File: src/rtl/udp_tx.sv
// UDP transmit stage: prepends one 64-bit UDP header (checksum 0) to an AXIS payload, cut-through.
// Optional macro UDP_DYNAMIC_PORT_EN adds runtime-loadable source/destination port inputs.
module udp_tx #(
  parameter logic [15:0] P_SRC_PORT    = 16'd8080,
  parameter logic [15:0] P_DST_PORT    = 16'd8080,
  parameter logic [15:0] P_ID_INIT     = 16'd0,
  parameter logic [15:0] P_MAX_PAYLOAD = 16'd1472
) (
  input  logic        i_clk,
  input  logic        i_rst_n,
  input  logic [63:0] s_axis_app_data,
  input  logic [15:0] s_axis_app_user,
  input  logic [7:0]  s_axis_app_keep,
  input  logic        s_axis_app_last,
  input  logic        s_axis_app_valid,
  output logic        s_axis_app_ready,
  output logic [63:0] m_axis_ip_data,
  output logic [55:0] m_axis_ip_user,
  output logic [7:0]  m_axis_ip_keep,
  output logic        m_axis_ip_last,
  output logic        m_axis_ip_valid,
  input  logic        m_axis_ip_ready,
`ifdef UDP_DYNAMIC_PORT_EN
  input  logic [15:0] i_dynamic_src_port,
  input  logic        i_dynamic_src_valid,
  input  logic [15:0] i_dynamic_dst_port,
  input  logic        i_dynamic_dst_valid,
`endif
  output logic        o_len_err
);

  typedef enum logic [1:0] {
    S_IDLE = 2'd0,
    S_HDR  = 2'd1,
    S_PAY  = 2'd2,
    S_DROP = 2'd3
  } state_t;

  state_t      state_q, state_d;
  logic [15:0] len_q, len_d;
  logic [15:0] ip_id_q, ip_id_d;
  logic [63:0] m_data_q, m_data_d;
  logic [55:0] m_user_q, m_user_d;
  logic [7:0]  m_keep_q, m_keep_d;
  logic        m_last_q, m_last_d;
  logic        m_valid_q, m_valid_d;
  logic        len_err_q, len_err_d;

  logic [15:0] src_port, dst_port;
  logic [15:0] udp_len;
  logic        out_free;
  logic        len_bad;
  logic        pay_acc;
  logic        drop_acc;

`ifdef UDP_DYNAMIC_PORT_EN
  logic [15:0] src_port_q, src_port_d;
  logic [15:0] dst_port_q, dst_port_d;

  // A pulse coinciding with the header load only lands in the register, so the header keeps the old port.
  always_comb begin
    src_port_d = i_dynamic_src_valid ? i_dynamic_src_port : src_port_q;
    dst_port_d = i_dynamic_dst_valid ? i_dynamic_dst_port : dst_port_q;
  end

  always_ff @(posedge i_clk or negedge i_rst_n) begin
    if (!i_rst_n) begin
      src_port_q <= P_SRC_PORT;
      dst_port_q <= P_DST_PORT;
    end else begin
      src_port_q <= src_port_d;
      dst_port_q <= dst_port_d;
    end
  end

  assign src_port = src_port_q;
  assign dst_port = dst_port_q;
`else
  assign src_port = P_SRC_PORT;
  assign dst_port = P_DST_PORT;
`endif

  assign out_free = !m_valid_q || m_axis_ip_ready;
  assign udp_len  = len_q + 16'd8;
  assign len_bad  = (s_axis_app_user == 16'd0) || (s_axis_app_user > P_MAX_PAYLOAD);

  assign s_axis_app_ready = ((state_q == S_PAY) && out_free) || (state_q == S_DROP);
  assign pay_acc          = (state_q == S_PAY) && out_free && s_axis_app_valid;
  assign drop_acc         = (state_q == S_DROP) && s_axis_app_valid;

  always_comb begin
    state_d   = state_q;
    len_d     = len_q;
    ip_id_d   = ip_id_q;
    m_data_d  = m_data_q;
    m_user_d  = m_user_q;
    m_keep_d  = m_keep_q;
    m_last_d  = m_last_q;
    // A consumed beat empties the output register unless something reloads it below.
    m_valid_d = out_free ? 1'b0 : m_valid_q;
    len_err_d = 1'b0;

    case (state_q)
      S_IDLE: begin
        if (s_axis_app_valid) begin
          len_d = s_axis_app_user;
          if (len_bad) begin
            len_err_d = 1'b1;
            state_d   = S_DROP;
          end else begin
            state_d = S_HDR;
          end
        end
      end

      S_HDR: begin
        if (out_free) begin
          m_data_d  = {src_port, dst_port, udp_len, 16'h0000};
          m_user_d  = {udp_len, 3'b010, 8'd17, 13'd0, ip_id_q};
          m_keep_d  = 8'hFF;
          m_last_d  = 1'b0;
          m_valid_d = 1'b1;
          state_d   = S_PAY;
        end
      end

      S_PAY: begin
        if (pay_acc) begin
          m_data_d  = s_axis_app_data;
          m_keep_d  = s_axis_app_keep;
          m_last_d  = s_axis_app_last;
          m_valid_d = 1'b1;
          if (s_axis_app_last) begin
            ip_id_d = ip_id_q + 16'd1;
            state_d = S_IDLE;
          end
        end
      end

      S_DROP: begin
        if (drop_acc && s_axis_app_last) begin
          state_d = S_IDLE;
        end
      end

      default: state_d = S_IDLE;
    endcase
  end

  always_ff @(posedge i_clk or negedge i_rst_n) begin
    if (!i_rst_n) begin
      state_q   <= S_IDLE;
      len_q     <= 16'd0;
      ip_id_q   <= P_ID_INIT;
      m_data_q  <= 64'd0;
      m_user_q  <= 56'd0;
      m_keep_q  <= 8'd0;
      m_last_q  <= 1'b0;
      m_valid_q <= 1'b0;
      len_err_q <= 1'b0;
    end else begin
      state_q   <= state_d;
      len_q     <= len_d;
      ip_id_q   <= ip_id_d;
      m_data_q  <= m_data_d;
      m_user_q  <= m_user_d;
      m_keep_q  <= m_keep_d;
      m_last_q  <= m_last_d;
      m_valid_q <= m_valid_d;
      len_err_q <= len_err_d;
    end
  end

  assign m_axis_ip_data  = m_data_q;
  assign m_axis_ip_user  = m_user_q;
  assign m_axis_ip_keep  = m_keep_q;
  assign m_axis_ip_last  = m_last_q;
  assign m_axis_ip_valid = m_valid_q;
  assign o_len_err       = len_err_q;

endmodule
File: config.mk
export PLATFORM = sky130hd
export DESIGN_NAME = udp_tx
export DESIGN_NICKNAME = d
export VERILOG_FILES = /design/src/rtl/udp_tx.sv
export SDC_FILE = /design/constraint.sdc
export NUM_CORES = 1
export LEC_CHECK = 0
export CORE_MARGIN = 3
export CORE_UTILIZATION = 45
export DETAILED_ROUTE_END_ITERATION = 8
export GPL_ROUTABILITY_DRIVEN = 1
export PLACE_DENSITY_LB_ADDON = 0.12
export SYNTH_ARGS = -nofsm -noshare
export SYNTH_HDL_FRONTEND = slang
export SYNTH_SLANG_ARGS = --single-unit
File: constraint.sdc
create_clock -name i_clk -period 2.3 [get_ports i_clk]
set_clock_uncertainty 0.1 [all_clocks]
set_input_delay 0.23 -clock i_clk [delete_from_list [all_inputs] [get_ports i_clk]]
set_output_delay 0.23 -clock i_clk [all_outputs]
set_load 0.05 [all_outputs]
=== After elaboration in Yosys (flattened, before gate mapping) ===
Cells that the tools add are included.

* RAM bits: 0
* Latch bits: 0
* Input bits: 93
* Flip-flop bits (word level): 144
* Bits in read-only memories: 0
* Output and inout port bits: 132
* Memories: 0

* Divide/modulo/power cells: 0
* Bitwise logic cells: 0
* Muxes and demuxes: 23
* Equality and inequality tests: 8
* Shift-type cells: 0
* Magnitude comparators: 1
* $mul: 0
* Reduce and logical (&&, ||, !) cells: 16
* Add/subtract/negate cells: 2

{| class="wikitable"
|+ Operators by type and width
! operator !! count
|-
| 2-to-1 mux 64 bit || 2
|-
| case mux 64 bit (2 select lines) || 1
|-
| adder 16 x 1 -> 16 bit (second input constant) || 1
|-
| adder 16 x 4 -> 16 bit (second input constant) || 1
|-
| > comparator 16 x 11 -> 1 bit (second input constant) || 1
|-
| logical NOT 16 bit || 1
|-
| 2-to-1 mux 8 bit || 2
|-
| case mux 8 bit (2 select lines) || 1
|-
| 2-to-1 mux 2 bit || 6
|-
| 2-to-1 mux 1 bit || 8
|-
| inequality test 2 bit (second input constant) || 4
|-
| case mux 2 bit (4 select lines) || 1
|-
| AND reduction 3 bit || 2
|-
| AND reduction 5 bit || 1
|-
| == test 2 bit (second input constant) || 2
|-
| logical AND 1 bit || 4
|-
| case mux 1 bit (2 select lines) || 2
|-
| AND reduction 2 bit || 2
|-
| logical OR 1 bit || 3
|-
| == test 2 x 1 -> 1 bit (second input constant) || 1
|-
| logical NOT 2 bit || 1
|-
| inequality test 2 x 1 -> 1 bit (second input constant) || 1
|-
| nonzero test 2 bit || 1
|-
| logical NOT 1 bit || 1
|}

=== Longest topological paths before layout ===
* Depth after elaboration: 6
* Gate-level depth with buffers: 9

=== Least setup slack after synthesis ===
OpenSTA, ideal clock, no wires.

* Path type: register to register
* Start: register m_valid_q (netlist: m_axis_ip_valid)
* End: register m_data_q[30] (netlist: m_axis_ip_data[30])
* Cell stages (with the launch flop): 7
* Path slack: 0.436 ns
* Buffers on the path: 2
* Arrival time: 1.694 ns
* Cells stage by stage: dfrtp_1 nor2b_4 buf_6 a21o_1 buf_6 or4b_1 nand3_1

* Cells in the longest elaborated chain, start to end: 6

{| class="wikitable"
|+ Ends and longest elaborated chain
! what !! RTL line !! text
|-
| start: declaration || 46 || <nowiki>logic m_valid_q, m_valid_d;</nowiki>
|-
| start signal: assignment || 169 || <nowiki>m_valid_q <= m_valid_d;</nowiki>
|-
| logical NOT 1 bit (*) || 83 || <nowiki>assign out_free = !m_valid_q || m_axis_ip_ready;</nowiki>
|-
| logical OR 1 bit (*) || 83 ||
|-
| logical AND 1 bit (2 in a row) || 88 || <nowiki>assign pay_acc = (state_q == S_PAY) && out_free && s_axis_app_valid;</nowiki>
|-
| inequality test 2 bit (no source line) || -- ||
|-
| AND reduction 3 bit (no source line) (*) || -- ||
|-
| end signal: assignment || 165 || <nowiki>m_data_q <= m_data_d;</nowiki>
|-
| end: declaration || 42 || <nowiki>logic [63:0] m_data_q, m_data_d;</nowiki>
|}

Every way passes the cells marked *; elsewhere a longest branch is shown, timed or not.
A chain may end at the register's enable or synchronous reset.

=== Final worst setup path ===
* Start: register state_q[0]
* End: output s_axis_app_ready

* Cells in the longest elaborated chain, start to end: 3

{| class="wikitable"
|+ Ends and longest elaborated chain
! what !! RTL line !! text
|-
| start: declaration || 39 || <nowiki>state_t state_q, state_d;</nowiki>
|-
| start signal: assignment || 162 || <nowiki>state_q <= state_d;</nowiki>
|-
| == test 2 bit || 87 || <nowiki>assign s_axis_app_ready = ((state_q == S_PAY) && out_free) || (state_q == S_DROP);</nowiki>
|-
| logical AND 1 bit || 87 ||
|-
| logical OR 1 bit (*) || 87 ||
|-
| end: declaration || 16 || <nowiki>output logic s_axis_app_ready,</nowiki>
|}

Marks and branches as above.

==> run_results.csv <==
group,metric,value,unit
route,ant_nets,0,
yosys,synthDominantAreaCellType,"sky130_fd_sc_hd__dfrtp_1",
clock_tree,cts_made_buffers,17,
floorplan,coreArea,0.0133,sq mm
yosys,synth_sequential_area_ratio,57.5,%
clock_tree,clock-root-buffer,"sky130_fd_sc_hd__clkbuf_16",
route,drt_drc_violations_left,0,
worst_hold_path,worstHoldPathType,"primary input to asynchronous set/reset pin",
yosys,synth.distinct_cells,51,
sta,setup_viol_count_final,0,
route,per_cell_routed_wire_length,17.4,microns
setup_path,worst_setup_path_start,"state_q[0]$_DFFE_PN0P_",
layout,fin_cells,893,
yosys,yosys.area.top_type_share,57.5,%
layout,area_growth_syn_to_layout,44.9,%
sta,max_freq,0.460,GHz
route,detailedRoute.firstIterationViolations,292,
yosys,synth-async-reset-ratio,100,%
yosys,number_of_enable_type_register_cells_in_the_synthesized_netlist,0,
sta,max-slew-margin-rel,62.0,%
layout,antenna_cells_inserted,0,
sta,fin_hold_ws,0.236,ns
setup_path,crit_arrival,1.84,ns
setup_path,critPathSlowestCell,"sky130_fd_sc_hd__dfrtp_1",
route,vias_per_cell,5.23,
layout,multi_input_area,0.00237,sq mm
layout,area.sequential,0.00355,sq mm
floorplan,start_util,46.3,%
clock_tree,cts_tree,"yes",
sta,period_minus_slack,2.17,ns
layout,final_nets,805,
clock_tree,cts-htree-levels,4,
sta,finalSetupTns,0,ns
sta,worst_slew_pin_slew,0.568,ns
layout,n_fill_cell,1025,
setup_path,crit_path_start_kind,"flip-flop",
power,power-per-cell-area,1480,mW/mm^2
global_route,global_route.usage.total,20.9,%
sta,min_period_over_period,94.4,%
route,postRouteWirelength,15.5,mm
clock_tree,clock_sinks,142,
setup_path,timing.setup.critical_path_class,"flip-flop to primary output",
yosys,most_used_flip_flop_cell_after_synthesis,"sky130_fd_sc_hd__dfrtp_1",
global_route,grt_pass1_wl,24.5,mm
setup_path,worstPathMaxFanout,23,
global_route,first_global_vias,4758,
clock_tree,clock_tree.buffer_depth,2,
placed_design,port-buffer-count,203,
placed_design,place_hpwl,11.5,mm
sta,finalMaxSlewViolations,0,
floorplan,num_rows,42,
yosys,yosys_warnings,0,
setup_path,timing.rr.start,"state_q[1]$_DFFE_PN0P_",
setup_path,worst_ep_required_time,1.97,ns
yosys,synthCells,499,
status,status,"finished clean",
global_route,grt_antenna_before_repair,0,
placed_design,dp.cells,861,
floorplan,floorplan.die.height,123,microns
placed_design,finalWeightedCongestion,0.818,
floorplan,floorplan.io_pins,225,
global_route,grt_max_degree,52,
floorplan,fp.dieW,123,microns
yosys,most_area_consuming_cells_after_synthesis,"sky130_fd_sc_hd__dfrtp_1 (57%), sky130_fd_sc_hd__mux2_2 (6.9%), sky130_fd_sc_hd__a22o_1 (4.8%)",
flow_run,maxCapViolations,0,
route,drtPass1Iterations,4,
sta,rsz0062_at_grt,"false",
layout,share_of_final_layout_standard_cells_stronger_than_drive_strength_1,14.1,%
floorplan,fp.dieArea,0.0152,sq mm
yosys,synth-seq-cells,142,
power,vdd.ir_drop.worst,0.841,mV
setup_path,crit_chain,"inv_1, ha_2, buf_6, a21o_1, buf_12",
power,static-leakage-power,3.82,nW
route,vias,4666,
setup_path,setup.worst_path.end_class,"primary output",
clock_tree,clkLatencyLatePin,0.41,ns
yosys,syn-cell-area,0.00618,sq mm
setup_path,slowest_delay,0.41,ns
yosys,synth.avg_cell_area,12.4,sq um
global_route,grt_remaining_overflow,0,
sta,hold_viol_final,0,
clock_tree,clkSlewWorstSetupHoldPaths,0.06,ns
-- timing repair --
| item | 4_1_cts | 5_1_grt |
|---|---|---|
| hold buffers | 1 | 0 |
| endpoints found under the hold margin | 48 | 0 |
| endpoints found under the setup margin | 1 | 1 |
| gates resized for setup | 1 | 1 |
| setup buffers | 0 | 0 |
-- worst max-delay path: cells and delay by family (launching register included) --
kind | cells | cell delay, ns
DFF | 1 | 0.41
adders and majority gates | 1 | 0.28
buffers and inverters | 3 | 0.52
AOI/OAI and AO/OA | 1 | 0.21
-- placed cells by master, fill, tap and decap left out, types with 3 or more instances in the layout --
cell type	count
sky130_fd_sc_hd__nand3_1	16
sky130_fd_sc_hd__inv_1	4
sky130_fd_sc_hd__a22o_1	34
sky130_fd_sc_hd__nor3_1	9
sky130_fd_sc_hd__clkinv_2	6
sky130_fd_sc_hd__buf_4	7
sky130_fd_sc_hd__clkdlybuf4s50_1	201
sky130_fd_sc_hd__o21a_1	3
sky130_fd_sc_hd__nand2_1	39
sky130_fd_sc_hd__ha_1	6
sky130_fd_sc_hd__xor2_1	3
sky130_fd_sc_hd__nor4_2	3
sky130_fd_sc_hd__clkinv_4	3
sky130_fd_sc_hd__buf_12	6
sky130_fd_sc_hd__mux2_2	38
sky130_fd_sc_hd__clkbuf_16	17
sky130_fd_sc_hd__conb_1	21
sky130_fd_sc_hd__clkbuf_8	3
sky130_fd_sc_hd__nor2_1	14
sky130_fd_sc_hd__o21ai_0	17
sky130_fd_sc_hd__nor4_4	3
sky130_fd_sc_hd__a211oi_1	4
sky130_fd_sc_hd__xnor2_1	19
sky130_fd_sc_hd__and4_1	5
sky130_fd_sc_hd__o22a_1	22
sky130_fd_sc_hd__nor4_1	5
sky130_fd_sc_hd__dfrtp_1	142
sky130_fd_sc_hd__nand4_1	12
sky130_fd_sc_hd__a21oi_1	8
sky130_fd_sc_hd__a21o_1	3
sky130_fd_sc_hd__nand2b_1	5
sky130_fd_sc_hd__o21ai_1	3
sky130_fd_sc_hd__o31ai_1	3
sky130_fd_sc_hd__mux2i_1	5
-- worst paths after layout --
path                            slack, ns                              to  cells after the start
worst max register to register       0.22  m_axis_ip_data[30]$_DFFE_PN0P_                      7
max in group asynchronous            1.15  m_axis_ip_user[13]$_DFFE_PN0P_                      3
min in group i_clk                   0.33  m_axis_ip_data[37]$_DFFE_PN0P_                      2
worst min-delay path                 0.24  m_axis_ip_data[45]$_DFFE_PN0P_                      2
worst max-delay path                 0.13                s_axis_app_ready                      5
worst min register to register       0.38  m_axis_ip_data[22]$_DFFE_PN0P_                      1
-- power breakdown --
group | internal, W | switching, W | total, W
clock network | 0.00167 | 0.000995 | 0.00266
registers | 0.00336 | 0.000637 | 0.00400
logic | 0.00246 | 0.00419 | 0.00664
-- state kept, by name, summed over array words and instances, names as in the netlist --
register	flops
ip_id_q	16
len_q	16
m_axis_ip_data	64
m_axis_ip_keep	8
m_axis_ip_last	1
m_axis_ip_user	33
m_axis_ip_valid	1
o_len_err	1
state_q	2
-- synthesized netlist by cell type, types with 3 or more instances --
cell,instances
sky130_fd_sc_hd__nor4_2,3
sky130_fd_sc_hd__inv_1,4
sky130_fd_sc_hd__nor4_4,3
sky130_fd_sc_hd__and4_1,5
sky130_fd_sc_hd__a22o_1,34
sky130_fd_sc_hd__clkbuf_1,7
sky130_fd_sc_hd__nand4_1,12
sky130_fd_sc_hd__xor2_1,3
sky130_fd_sc_hd__a211oi_1,4
sky130_fd_sc_hd__dfrtp_1,142
sky130_fd_sc_hd__a21oi_1,8
sky130_fd_sc_hd__o21ai_1,3
sky130_fd_sc_hd__mux2i_1,5
sky130_fd_sc_hd__o21a_1,3
sky130_fd_sc_hd__nand2b_1,5
sky130_fd_sc_hd__buf_2,13
sky130_fd_sc_hd__o31ai_1,3
sky130_fd_sc_hd__nor2_1,14
sky130_fd_sc_hd__nand2_1,39
sky130_fd_sc_hd__nor4_1,5
sky130_fd_sc_hd__buf_6,3
sky130_fd_sc_hd__buf_4,26
sky130_fd_sc_hd__nand3_1,16
sky130_fd_sc_hd__nor3_1,9
sky130_fd_sc_hd__mux2_2,38
sky130_fd_sc_hd__ha_1,7
sky130_fd_sc_hd__xnor2_1,19
sky130_fd_sc_hd__o21ai_0,17
sky130_fd_sc_hd__o22a_1,22
sky130_fd_sc_hd__a21o_1,4
-- per-layer routing --
metal  vias to the layer above  wire [microns]  track usage (%)
li1                       2185               -                -
met1                      2316            6520             27.4
met2                       149            7820             34.4
met3                        16             922             5.08
met4                         0             242             6.92
met5                         -               0                0
-- kinds of logic (layout without fill, tap and decap cells) --
family,after synthesis,in the layout,synth area share (%)
other cells,1,21,0.0606
flops,142,142,57.5
simple gates,123,123,11.5
xor+xnor,22,22,3.12
buf+inv,54,252,5.48
mux,43,43,7.73
compound gates,107,107,13.3
fa+ha+maj,7,7,1.42
-- metrics by stage --
| stage | utilization, % | area [sq um] | setup slack [ns] | total power, W |
|---|---|---|---|---|
| final | 67.1 | 8960 | 0.128 | 0.0133 |
| after global routing | 67.1 | 8960 | 0.0259 | 0.0140 |
| after CTS | 67.1 | 8960 | 0.0268 | 0.0134 |
| after detailed placement | 62.6 | 8360 | 0.251 | 0.0107 |
| after global placement | 62.6 | 8360 | 0.345 | 0.0105 |
| after floorplan | - | 6260 | 0.436 | 0.00843 |
-- cell type report --
class / instances / area share, %
Clock inverter: 11 / 1.30
Inverter: 4 / 0.168
Timing Repair Buffer: 217 / 24.7
Clock buffer: 20 / 5.21
Tap cell: 176 / 2.46
Multi-Input combinational cell: 323 / 26.5
Sequential cell: 142 / 39.7
Power figures use the tool's default switching activity.
